## src/rtl/i2c_bit_tap_if.sv

```systemverilog
// ---------------------------------------------------------------------------
// i2c_bit_tap_if
// Bundles the tap-command handshake, the sampled bus lines, the open-drain
// pad controls and the per-bit status outputs of i2c_bit_tap.
//   master : command source / bus environment (drives cmd_vld, cmd, scl_i, sda_i)
//   slave  : the bit tap itself (drives cmd_ready, pad controls, status)
// Signals:
//   cmd_vld, cmd[2:0], cmd_ready   - command handshake
//   scl_i, sda_i                   - sampled line levels
//   scl_o, scl_t, sda_o, sda_t     - pad controls (_t=1 releases the line)
//   rd_bit, rd_bit_vld, arb_lost   - bit sample result and pulses
//   busy                           - command in progress
// ---------------------------------------------------------------------------
interface i2c_bit_tap_if;
  logic       cmd_vld;
  logic [2:0] cmd;
  logic       cmd_ready;
  logic       scl_i;
  logic       sda_i;
  logic       scl_o;
  logic       scl_t;
  logic       sda_o;
  logic       sda_t;
  logic       rd_bit;
  logic       rd_bit_vld;
  logic       arb_lost;
  logic       busy;

  modport master (
    output cmd_vld, cmd, scl_i, sda_i,
    input  cmd_ready, scl_o, scl_t, sda_o, sda_t, rd_bit, rd_bit_vld,
           arb_lost, busy
  );

  modport slave (
    input  cmd_vld, cmd, scl_i, sda_i,
    output cmd_ready, scl_o, scl_t, sda_o, sda_t, rd_bit, rd_bit_vld,
           arb_lost, busy
  );
endinterface

```

## src/rtl/i2c_bit_tap.sv

```systemverilog
// ---------------------------------------------------------------------------
// i2c_bit_tap
// Bit-level I2C engine. Each accepted tap command (START, STOP, RSTART,
// WBIT0, WBIT1, RBIT) is played out as four quarter-bit phases of PERSCALER
// clocks on the open-drain SCL/SDA pad controls. Phases in which SCL is
// released stall while a slave holds SCL low (clock stretching). Bit
// commands sample SDA at the end of the third phase and report the value in
// a one-cycle DONE state; a WBIT1 that reads back 0 flags lost arbitration.
// NOP and the reserved code pass through DONE without touching the lines.
// Ports:
//   clock  - system clock, rising edge
//   rst    - synchronous, active-high reset
//   bus    - i2c_bit_tap_if.slave (command handshake, lines, status)
// Parameter:
//   PERSCALER - clocks per quarter-bit phase (2..65535)
// ---------------------------------------------------------------------------
module i2c_bit_tap #(
  parameter int unsigned PERSCALER = 100
) (
  input  logic           clock,
  input  logic           rst,
  i2c_bit_tap_if.slave   bus
);

  localparam int unsigned CNT_W    = 16;
  localparam logic [15:0] CNT_LAST = 16'(PERSCALER - 1);

  typedef enum logic [1:0] {
    IDLE = 2'd0,
    EXEC = 2'd1,
    DONE = 2'd2
  } state_e;

  typedef enum logic [2:0] {
    CMD_NOP  = 3'd0,
    CMD_STRT = 3'd1,
    CMD_STOP = 3'd2,
    CMD_WB0  = 3'd3,
    CMD_WB1  = 3'd4,
    CMD_RBIT = 3'd5,
    CMD_RSTR = 3'd6,
    CMD_RSVD = 3'd7
  } cmd_e;

  state_e           state_q;
  cmd_e             cmd_q;
  logic [1:0]       phase_q;
  logic [CNT_W-1:0] cnt_q;
  logic             scl_t_q;
  logic             sda_t_q;
  logic             sample_q;
  logic             rd_bit_q;
  logic             rd_bit_vld_q;
  logic             arb_lost_q;
  logic             busy_q;
  logic             cmd_ready_q;

  cmd_e             cmd_in;
  logic             accept;
  logic             zero_len;
  logic             stall;
  logic             is_bit_cmd;
  logic [1:0]       p0_lines_d;
  logic [1:0]       next_lines_d;

  // Line levels {scl_t, sda_t} for a command in a given phase (1 = released).
  function automatic logic [1:0] phase_lines(cmd_e c, logic [1:0] p);
    logic [1:0] l;
    l = 2'b11;
    case (c)
      CMD_STRT: begin
        case (p)
          2'd0, 2'd1: l = 2'b11;
          2'd2:       l = 2'b10;
          default:    l = 2'b00;
        endcase
      end
      CMD_STOP: begin
        case (p)
          2'd0:       l = 2'b00;
          2'd1, 2'd2: l = 2'b10;
          default:    l = 2'b11;
        endcase
      end
      CMD_RSTR: begin
        case (p)
          2'd0:    l = 2'b01;
          2'd1:    l = 2'b11;
          2'd2:    l = 2'b10;
          default: l = 2'b00;
        endcase
      end
      CMD_WB0:           l = {(p == 2'd1) || (p == 2'd2), 1'b0};
      CMD_WB1, CMD_RBIT: l = {(p == 2'd1) || (p == 2'd2), 1'b1};
      default:           l = 2'b11;
    endcase
    return l;
  endfunction

  // Handshake decode, stretch detect and next phase line values.
  always_comb begin
    cmd_in       = cmd_e'(bus.cmd);
    accept       = bus.cmd_vld && cmd_ready_q;
    zero_len     = (cmd_in == CMD_NOP) || (cmd_in == CMD_RSVD);
    // A released SCL that still reads low is being held by a slave.
    stall        = scl_t_q && !bus.scl_i;
    is_bit_cmd   = (cmd_q == CMD_WB0) || (cmd_q == CMD_WB1) ||
                   (cmd_q == CMD_RBIT);
    p0_lines_d   = phase_lines(cmd_in, 2'd0);
    next_lines_d = phase_lines(cmd_q, 2'(phase_q + 2'd1));
  end

  // Command FSM, phase counter and all registered outputs.
  always_ff @(posedge clock) begin
    if (rst) begin
      state_q      <= IDLE;
      cmd_q        <= CMD_NOP;
      phase_q      <= 2'd0;
      cnt_q        <= '0;
      scl_t_q      <= 1'b1;
      sda_t_q      <= 1'b1;
      sample_q     <= 1'b0;
      rd_bit_q     <= 1'b0;
      rd_bit_vld_q <= 1'b0;
      arb_lost_q   <= 1'b0;
      busy_q       <= 1'b0;
      cmd_ready_q  <= 1'b0;
    end else begin
      rd_bit_vld_q <= 1'b0;
      arb_lost_q   <= 1'b0;
      case (state_q)
        IDLE: begin
          busy_q      <= 1'b0;
          cmd_ready_q <= 1'b1;
          if (accept) begin
            cmd_q       <= cmd_in;
            phase_q     <= 2'd0;
            cnt_q       <= '0;
            busy_q      <= 1'b1;
            cmd_ready_q <= 1'b0;
            if (zero_len) begin
              state_q <= DONE;
            end else begin
              // P0 levels appear on the cycle right after acceptance.
              state_q            <= EXEC;
              {scl_t_q, sda_t_q} <= p0_lines_d;
            end
          end
        end

        EXEC: begin
          if (!stall) begin
            if (cnt_q != CNT_LAST) begin
              cnt_q <= cnt_q + 16'd1;
            end else begin
              cnt_q <= '0;
              if (phase_q == 2'd2) begin
                sample_q <= bus.sda_i;
              end
              if (phase_q == 2'd3) begin
                // Lines keep their P3 levels until the next command.
                state_q <= DONE;
                if (is_bit_cmd) begin
                  rd_bit_q     <= sample_q;
                  rd_bit_vld_q <= 1'b1;
                  arb_lost_q   <= (cmd_q == CMD_WB1) && !sample_q;
                end
              end else begin
                phase_q            <= 2'(phase_q + 2'd1);
                {scl_t_q, sda_t_q} <= next_lines_d;
              end
            end
          end
        end

        DONE: begin
          state_q     <= IDLE;
          busy_q      <= 1'b0;
          cmd_ready_q <= 1'b1;
        end

        default: begin
          state_q     <= IDLE;
          busy_q      <= 1'b0;
          cmd_ready_q <= 1'b0;
        end
      endcase
    end
  end

  assign bus.scl_o      = 1'b0;
  assign bus.sda_o      = 1'b0;
  assign bus.scl_t      = scl_t_q;
  assign bus.sda_t      = sda_t_q;
  assign bus.rd_bit     = rd_bit_q;
  assign bus.rd_bit_vld = rd_bit_vld_q;
  assign bus.arb_lost   = arb_lost_q;
  assign bus.busy       = busy_q;
  assign bus.cmd_ready  = cmd_ready_q;

endmodule

```

## src/flat_wrapper.sv

```systemverilog
// flat-port wrapper written by rule: the top's interface ports become plain ports
module i2c_bit_tap_flat 
#(
  parameter int unsigned PERSCALER = 100
)
  (clock, rst, bus_cmd_vld, bus_cmd, bus_scl_i, bus_sda_i, bus_cmd_ready, bus_scl_o, bus_scl_t, bus_sda_o, bus_sda_t, bus_rd_bit, bus_rd_bit_vld, bus_arb_lost, bus_busy);
  i2c_bit_tap_if bus_i ();
  input  logic clock;
  input  logic rst;
  input wire logic [$bits(bus_i.cmd_vld)-1:0] bus_cmd_vld;
  input wire logic [$bits(bus_i.cmd)-1:0] bus_cmd;
  input wire logic [$bits(bus_i.scl_i)-1:0] bus_scl_i;
  input wire logic [$bits(bus_i.sda_i)-1:0] bus_sda_i;
  output wire logic [$bits(bus_i.cmd_ready)-1:0] bus_cmd_ready;
  output wire logic [$bits(bus_i.scl_o)-1:0] bus_scl_o;
  output wire logic [$bits(bus_i.scl_t)-1:0] bus_scl_t;
  output wire logic [$bits(bus_i.sda_o)-1:0] bus_sda_o;
  output wire logic [$bits(bus_i.sda_t)-1:0] bus_sda_t;
  output wire logic [$bits(bus_i.rd_bit)-1:0] bus_rd_bit;
  output wire logic [$bits(bus_i.rd_bit_vld)-1:0] bus_rd_bit_vld;
  output wire logic [$bits(bus_i.arb_lost)-1:0] bus_arb_lost;
  output wire logic [$bits(bus_i.busy)-1:0] bus_busy;
  assign bus_i.cmd_vld = bus_cmd_vld;
  assign bus_i.cmd = bus_cmd;
  assign bus_i.scl_i = bus_scl_i;
  assign bus_i.sda_i = bus_sda_i;
  assign bus_cmd_ready = bus_i.cmd_ready;
  assign bus_scl_o = bus_i.scl_o;
  assign bus_scl_t = bus_i.scl_t;
  assign bus_sda_o = bus_i.sda_o;
  assign bus_sda_t = bus_i.sda_t;
  assign bus_rd_bit = bus_i.rd_bit;
  assign bus_rd_bit_vld = bus_i.rd_bit_vld;
  assign bus_arb_lost = bus_i.arb_lost;
  assign bus_busy = bus_i.busy;
  i2c_bit_tap #(.PERSCALER(PERSCALER)) u_core (.clock(clock), .rst(rst), .bus(bus_i));
endmodule
```

## config.mk

```make
export PLATFORM = sky130hd
export DESIGN_NAME = i2c_bit_tap_flat
export DESIGN_NICKNAME = d
export VERILOG_FILES = /design/src/rtl/i2c_bit_tap_if.sv /design/src/rtl/i2c_bit_tap.sv /design/src/flat_wrapper.sv
export SDC_FILE = /design/constraint.sdc
export NUM_CORES = 1
export LEC_CHECK = 0
export CORE_AREA = 2 2 58 65
export CTS_BUF_LIST = sky130_fd_sc_hd__clkbuf_16
export CTS_CLUSTER_SIZE = 28
export DETAILED_ROUTE_END_ITERATION = 16
export DIE_AREA = 0 0 60 67
export PLACE_DENSITY = 0.76
export SLEW_MARGIN = 20
export SYNTH_ARGS = -nofsm -noshare
export SYNTH_HDL_FRONTEND = slang
export SYNTH_SLANG_ARGS = --single-unit
export TNS_END_PERCENT = 1
```

## constraint.sdc

```tcl
create_clock -name clock -period 2.15 [get_ports clock]
set_input_delay 0.43 -clock clock [delete_from_list [all_inputs] [get_ports clock]]
set_output_delay 0.43 -clock clock [all_outputs]
set_load 0.01 [all_outputs]
```

==> impl_metrics.yaml, run 1 <==
outcome:
  status: "finished, final reports clean"
timing:
  hold_viol_final: 0
  fmax_mhz: 524.9
  fin_crit_sh_pct: 88.61
  setup_viol: 0
  timing.final.ws_setup_ns: 0.2448
  tns_ns: 0
  slew_viol_final: 0
  relSlewSlack_pct: 57.10
  tightest_slew_ns: 0.6436
  fin_skew_ns: 0.003587
  rsz0062_at_grt: "false"
  whs_ns: 0.4839
  min_period_ns: 1.905
worst_setup_path:
  worstPathMaxFanout: 6
  worst_ep_required_time_ns: 2.33
  cp.arrival_ns: 2.09
  critPathKind: "reg -> reg"
  crit_path_end_kind: "register"
  start_kind: "register"
power:
  power_mw: 1.568
  vdd_drop_max_uv: 352.0
  p_leak_nw: 0.8200
  powerDensity_mw_per_mm2: 692.2
drt:
  avgViaCountPerCell: 6.061
  vias: 1782
  drtPass1Iterations: 4
  wirelength_mm: 4.376
  drt_iter0_drc: 86
  drc: 0
  ant_nets: 0
  wire_per_inst_um: 14.88
layout:
  fillCellCount: 276
  layout-drive-gt1-share_pct: 14.23
  diodes: 0
  nets: 258
  syn_to_final_growth_pct: 22.45
  final_util_pct: 68.03
  final_cells: 294
  fin_area_mm2: 0.002266
job:
  maxCapViolCount: 0
synthesis:
  synth_mux_area_share_pct: 3.313
  yosys_register_bits: 31
  synth_top_family_by_area: "simple AND/OR/NAND/NOR gates"
  synth_compound_area_share_pct: 20.55
  synthAdderAreaFrac_pct: 3.381
  avgSynthCellArea_um2: 8.411
  synthCells: 220
  synth_warnings: 0
  netlist_area_mm2: 0.001851
  ys_types: 53
  yosysSeqAreaShare_pct: 33.54
  synth_xor_xnor_area_share_pct: 0.4733
  synth-simple-area-share_pct: 33.81
global_routing:
  overflow: 0
  grt_pass1_vias: 1665
  grt_start_max_net_pins: 20
  grt_pass1_wl_mm: 7.431
  antenna_found_initial: 0
  track_usage_pct: 24.25
placed_design:
  detailed_place_hpwl_mm: 3.091
  io_buffers: 14
  globalplace.congestion: 0.8224
  placed_cell_area_mm2: 0.002130
  dp.cells: 286
  pre_cts_slack_ns: 0.01546
clocking:
  clk_path_buf_depth: 2
  ctsResizeCount: 0
  clk_pin_slew_ns: 0.05
  clkSinkCount: 31
  htree_levels: 2
  clk_latency_ns: 0.27
  ctsHoldBuffers: 0
  tritoncts: "done"
  cts_buffers: 5
  cts_root_buffer: "clkbuf_16"
  postCtsSetupBuffers: 0
floorplanning:
  die_y_um: 67
  io_pins: 17
  initial_core_util_pct: 55.56
  die_w_um: 60
  core-area_mm2: 0.003331
  num_rows: 22
  fp.dieArea_mm2: 0.004020
min_path:
  holdCritPathClass: "reg -> reg"
layer usage:
metal	vias up	wire, um	track usage, %
met1	833	2015	29.06
met3	8	179	5.049
met4	0	83	10.83
met5	-	0	0
li1	894	-	-
met2	47	2098	40.76
cells in the mapped netlist (all sizes together):
cell type	count	area (um2)
or3	5	31.28
or4b	4	43.79
o311ai	3	26.28
nor3	5	35.03
conb	1	3.750
nand2b	4	25.02
nand4	10	68.81
mux2	1	11.26
and4bb	1	12.51
a21oi	16	83.83
a2111oi	1	8.760
or2	3	18.77
a211oi	2	15.01
o211a	2	20.02
a311oi	2	17.52
nand3b	1	7.510
o31ai	3	22.52
a41oi	1	16.27
mux2i	5	50.05
a211o	2	17.52
nor3b	1	7.510
nand2	18	67.56
inv	6	22.52
nand4b	1	8.760
xnor2	1	8.760
o211ai	5	42.54
a32oi	1	8.760
buf	7	38.78
nor2b	3	18.77
and4b	2	20.02
a31oi	4	25.02
a21o	3	22.52
o21ai	7	35.03
dfxtp	31	620.6
nor2	15	56.30
or4	7	52.55
o221ai	1	8.760
ha	5	62.56
clkbuf	7	26.28
and2	3	18.77
nor4	6	67.56
nand3	13	65.06
a41o	1	10.01
cell families after synthesis:
| group | after synthesis |
|---|---|
| AND/OR/NAND/NOR | 102 |
| AO/OA/AOI/OAI | 54 |
| flip-flops | 31 |
| buffers and inverters | 20 |
| multiplexers | 6 |
| adder cells (fa/ha/maj) | 5 |
| other | 1 |
| XOR/XNOR | 1 |
cell usage in the layout, fill, tap and decap left out, types with 2 or more instances in the layout:
cell type	netlist	routed
and2_1	3	3
nand3_1	13	13
clkdlybuf4s50_1	0	14
nor2_1	15	15
o211a_1	2	2
and4b_1	2	2
o311ai_0	3	3
clkbuf_16	0	5
a211o_1	2	2
a311oi_1	2	2
ha_1	5	5
clkinv_1	0	2
nor4_4	2	2
nor3_2	2	2
or3_1	5	5
nand4_1	9	9
nor3_1	3	3
a21oi_1	15	15
mux2i_1	5	5
nand2_1	18	18
or2_2	2	2
buf_4	2	16
a211oi_1	2	2
inv_1	6	7
nor4_1	4	4
nor2b_1	3	3
o21ai_0	7	7
dfxtp_1	31	31
a31oi_1	4	4
o31ai_1	3	3
o211ai_1	4	4
conb_1	1	2
nand2b_1	4	4
or4b_1	2	2
or4_1	7	7
a21o_1	3	3
worst max-delay path, stage by stage, from the launching register on:
cell and delay [ns]:
dfxtp_1 0.39, ha_1 0.25, and4b_1 0.28, a41oi_2 0.22, or4_1 0.48, o31ai_1 0.21
cell type report:
class / instances / area [um2] / area share (%)
multi-input cells: 170 / 1146 / 50.58
clock inverters: 3 / 11.26 / 0.4970
well taps: 48 / 60.06 / 2.650
clock buffers: 5 / 125.1 / 5.522
inverters: 6 / 22.52 / 0.9939
repair buffers: 31 / 280.3 / 12.37
flip-flops and latches: 31 / 620.6 / 27.39
flip-flops by register name, indices dropped and copies added (netlist names):
signal,flops
u_core.cnt_q,16
u_core.cmd_q,3
u_core.phase_q,2
u_core.state_q,2
u_core.bus.arb_lost,1
u_core.bus.busy,1
u_core.bus.cmd_ready,1
u_core.bus.rd_bit,1
u_core.bus.rd_bit_vld,1
u_core.bus.scl_t,1
u_core.bus.sda_t,1
u_core.sample_q,1
worst paths after layout:
| path | startpoint | endpoint | slack, ns | cells after the start |
|---|---|---|---|---|
| setup / recovery | u_core.cnt_q[0] | u_core.phase_q[1] | 0.24 | 5 |
| hold / removal | u_core.bus.rd_bit | u_core.bus.rd_bit | 0.48 | 2 |
| setup reg to reg | u_core.cnt_q[0] | u_core.phase_q[1] | 0.24 | 5 |
| hold reg to reg | u_core.bus.rd_bit | u_core.bus.rd_bit | 0.48 | 2 |
report_power, final:
group,switching [mW],leakage (nW),internal [mW]
sequential,0.0228,0.251,0.596
clock,0.230,0.0701,0.415
combinational,0.173,0.499,0.131
total,0.426,0.820,1.14
No activity file was read; power rests on OpenSTA's default activity.
==> run 2: changes to the inputs <==
REMOVE_ABC_BUFFERS = 1   (was unset)
==> impl_metrics.yaml, run 2 (same netlist as run 1, synthesis figures left out) <==
placed_design:
  globalplace.congestion: 0.8975
  io_buffers: 14
  pre_cts_slack_ns: 0.01698
  placed_cell_area_mm2: 0.002140
  dp.cells: 289
  detailed_place_hpwl_mm: 3.216
floorplanning:
  io_pins: 17
  die_w_um: 60
  fp.dieArea_mm2: 0.004020
  core-area_mm2: 0.003331
  num_rows: 22
  initial_core_util_pct: 55.56
  die_y_um: 67
timing:
  fin_skew_ns: 0.006603
  min_period_ns: 1.998
  setup_viol: 0
  rsz0062_at_grt: "false"
  tightest_slew_ns: 0.6920
  fmax_mhz: 500.5
  relSlewSlack_pct: 53.87
  fin_crit_sh_pct: 92.93
  timing.final.ws_setup_ns: 0.1519
  slew_viol_final: 0
  tns_ns: 0
  hold_viol_final: 0
layout:
  reg_top3: "u_core.cnt_q x16, u_core.cmd_q x3"
  layout_common_cells: "31 x dfxtp_1, 20 x buf_4, 18 x nand2_1"
  final_cells: 296
  nets: 261
  largest_reg_flops: 16
  layout_commonest_cell: "dfxtp_1"
  diodes: 0
  fin_area_mm2: 0.002287
  layout-drive-gt1-share_pct: 16.13
  syn_to_final_growth_pct: 23.60
  top_register: "u_core.cnt_q"
drt:
  drtPass1Iterations: 4
  vias: 1779
  drt_iter0_drc: 134
  wire_per_inst_um: 15.53
  ant_nets: 0
  wirelength_mm: 4.597
  avgViaCountPerCell: 6.010
  drc: 0
global_routing:
  overflow: 0
  grt_start_max_net_pins: 24
  antenna_found_initial: 0
  grt_pass1_vias: 1599
  track_usage_pct: 25.00
  grt_pass1_wl_mm: 7.507
clocking:
  htree_levels: 2
  clk_path_buf_depth: 2
  tritoncts: "done"
  clk_latency_ns: 0.27
  clk_pin_slew_ns: 0.05
  cts_buffers: 5
  clkSinkCount: 31
  cts_root_buffer: "clkbuf_16"
  ctsHoldBuffers: 0
worst_setup_path:
  crit_path_end_kind: "register"
  cp-endpoint: "u_core.cnt_q[5]"
  cp.arrival_ns: 2.19
  worstPathMaxFanout: 7
  worst_ep_required_time_ns: 2.35
  critPathKind: "reg -> reg"
  reg2reg_depth: 5
  reg2reg_from: "u_core.cnt_q[0]"
  cp-startpoint: "u_core.cnt_q[0]"
  r2r_end: "u_core.cnt_q[5]"
  reg2reg_slack_ns: 0.15
  start_kind: "register"
power:
  vdd_drop_max_uv: 411.3
  p_leak_nw: 0.8294
  powerDensity_mw_per_mm2: 692.9
job:
  maxCapViolCount: 0
min_path:
  holdCritPathClass: "reg -> reg"
outcome:
  status: "finished, final reports clean"
run 2: worst min-delay path by stage:
| stage | from | endpoint | cells past startpoint |
|---|---|---|---|
| 5_1_grt | u_core.bus.rd_bit | u_core.bus.rd_bit | 2 |
| 3_5_place_dp | u_core.bus.rd_bit | u_core.bus.rd_bit | 2 |
| 3_3_place_gp | u_core.bus.rd_bit | u_core.bus.rd_bit | 2 |
| 4_1_cts | u_core.bus.rd_bit | u_core.bus.rd_bit | 2 |
| 2_1_floorplan | u_core.sample_q | u_core.bus.rd_bit | 2 |
| 6_report | u_core.bus.rd_bit | u_core.bus.rd_bit | 2 |
run 2: where the power goes:
group          internal [mW]  switching, mW  leakage [nW]  total (mW)
Clock                  0.415          0.235        0.0671       0.649
Combinational          0.138          0.179         0.511       0.317
Sequential             0.596         0.0225         0.251       0.619
Total                   1.15          0.436         0.829        1.58
run 2: final cells by class:
cell class / count / area, um2
Clock inverter: 2 / 8.758
Fill cell: 281 / 1044
Clock buffer: 5 / 125.1
Sequential cell: 31 / 620.6
Inverter: 6 / 22.52
Timing Repair Buffer: 34 / 290.3
Multi-Input combinational cell: 170 / 1160
Tap cell: 48 / 60.06
run 2: worst max-delay path: stages (launching register included):
cell and delay, ns:
dfxtp_1 0.34, ha_1 0.26, and4b_1 0.25, a41o_1 0.36, or4_1 0.51, a31oi_1 0.20
run 2: per-stage QoR:
stage	hold WS [ns]	total power [mW]	utilization [%]
after floorplan	0.4516	0.7754	-
after global placement	0.4529	0.9346	64.24
after detailed placement	0.4609	0.9356	64.24
after CTS	0.4674	1.591	68.26
after global routing	0.4818	1.655	68.67
final	0.4619	1.585	68.67
run 2: per-layer routing:
metal	vias up	share of wire (%)	track usage, %
met5	-	0	0
met4	0	1.3	8.333
met3	6	3.7	5.243
met2	48	49	42.12
met1	830	46	31.12
li1	895	-	-
run 2: timing repair:
item                       4_1_cts  5_1_grt
resized for setup                0        2
setup endpoints to repair        0        1
setup buffers                    0        0
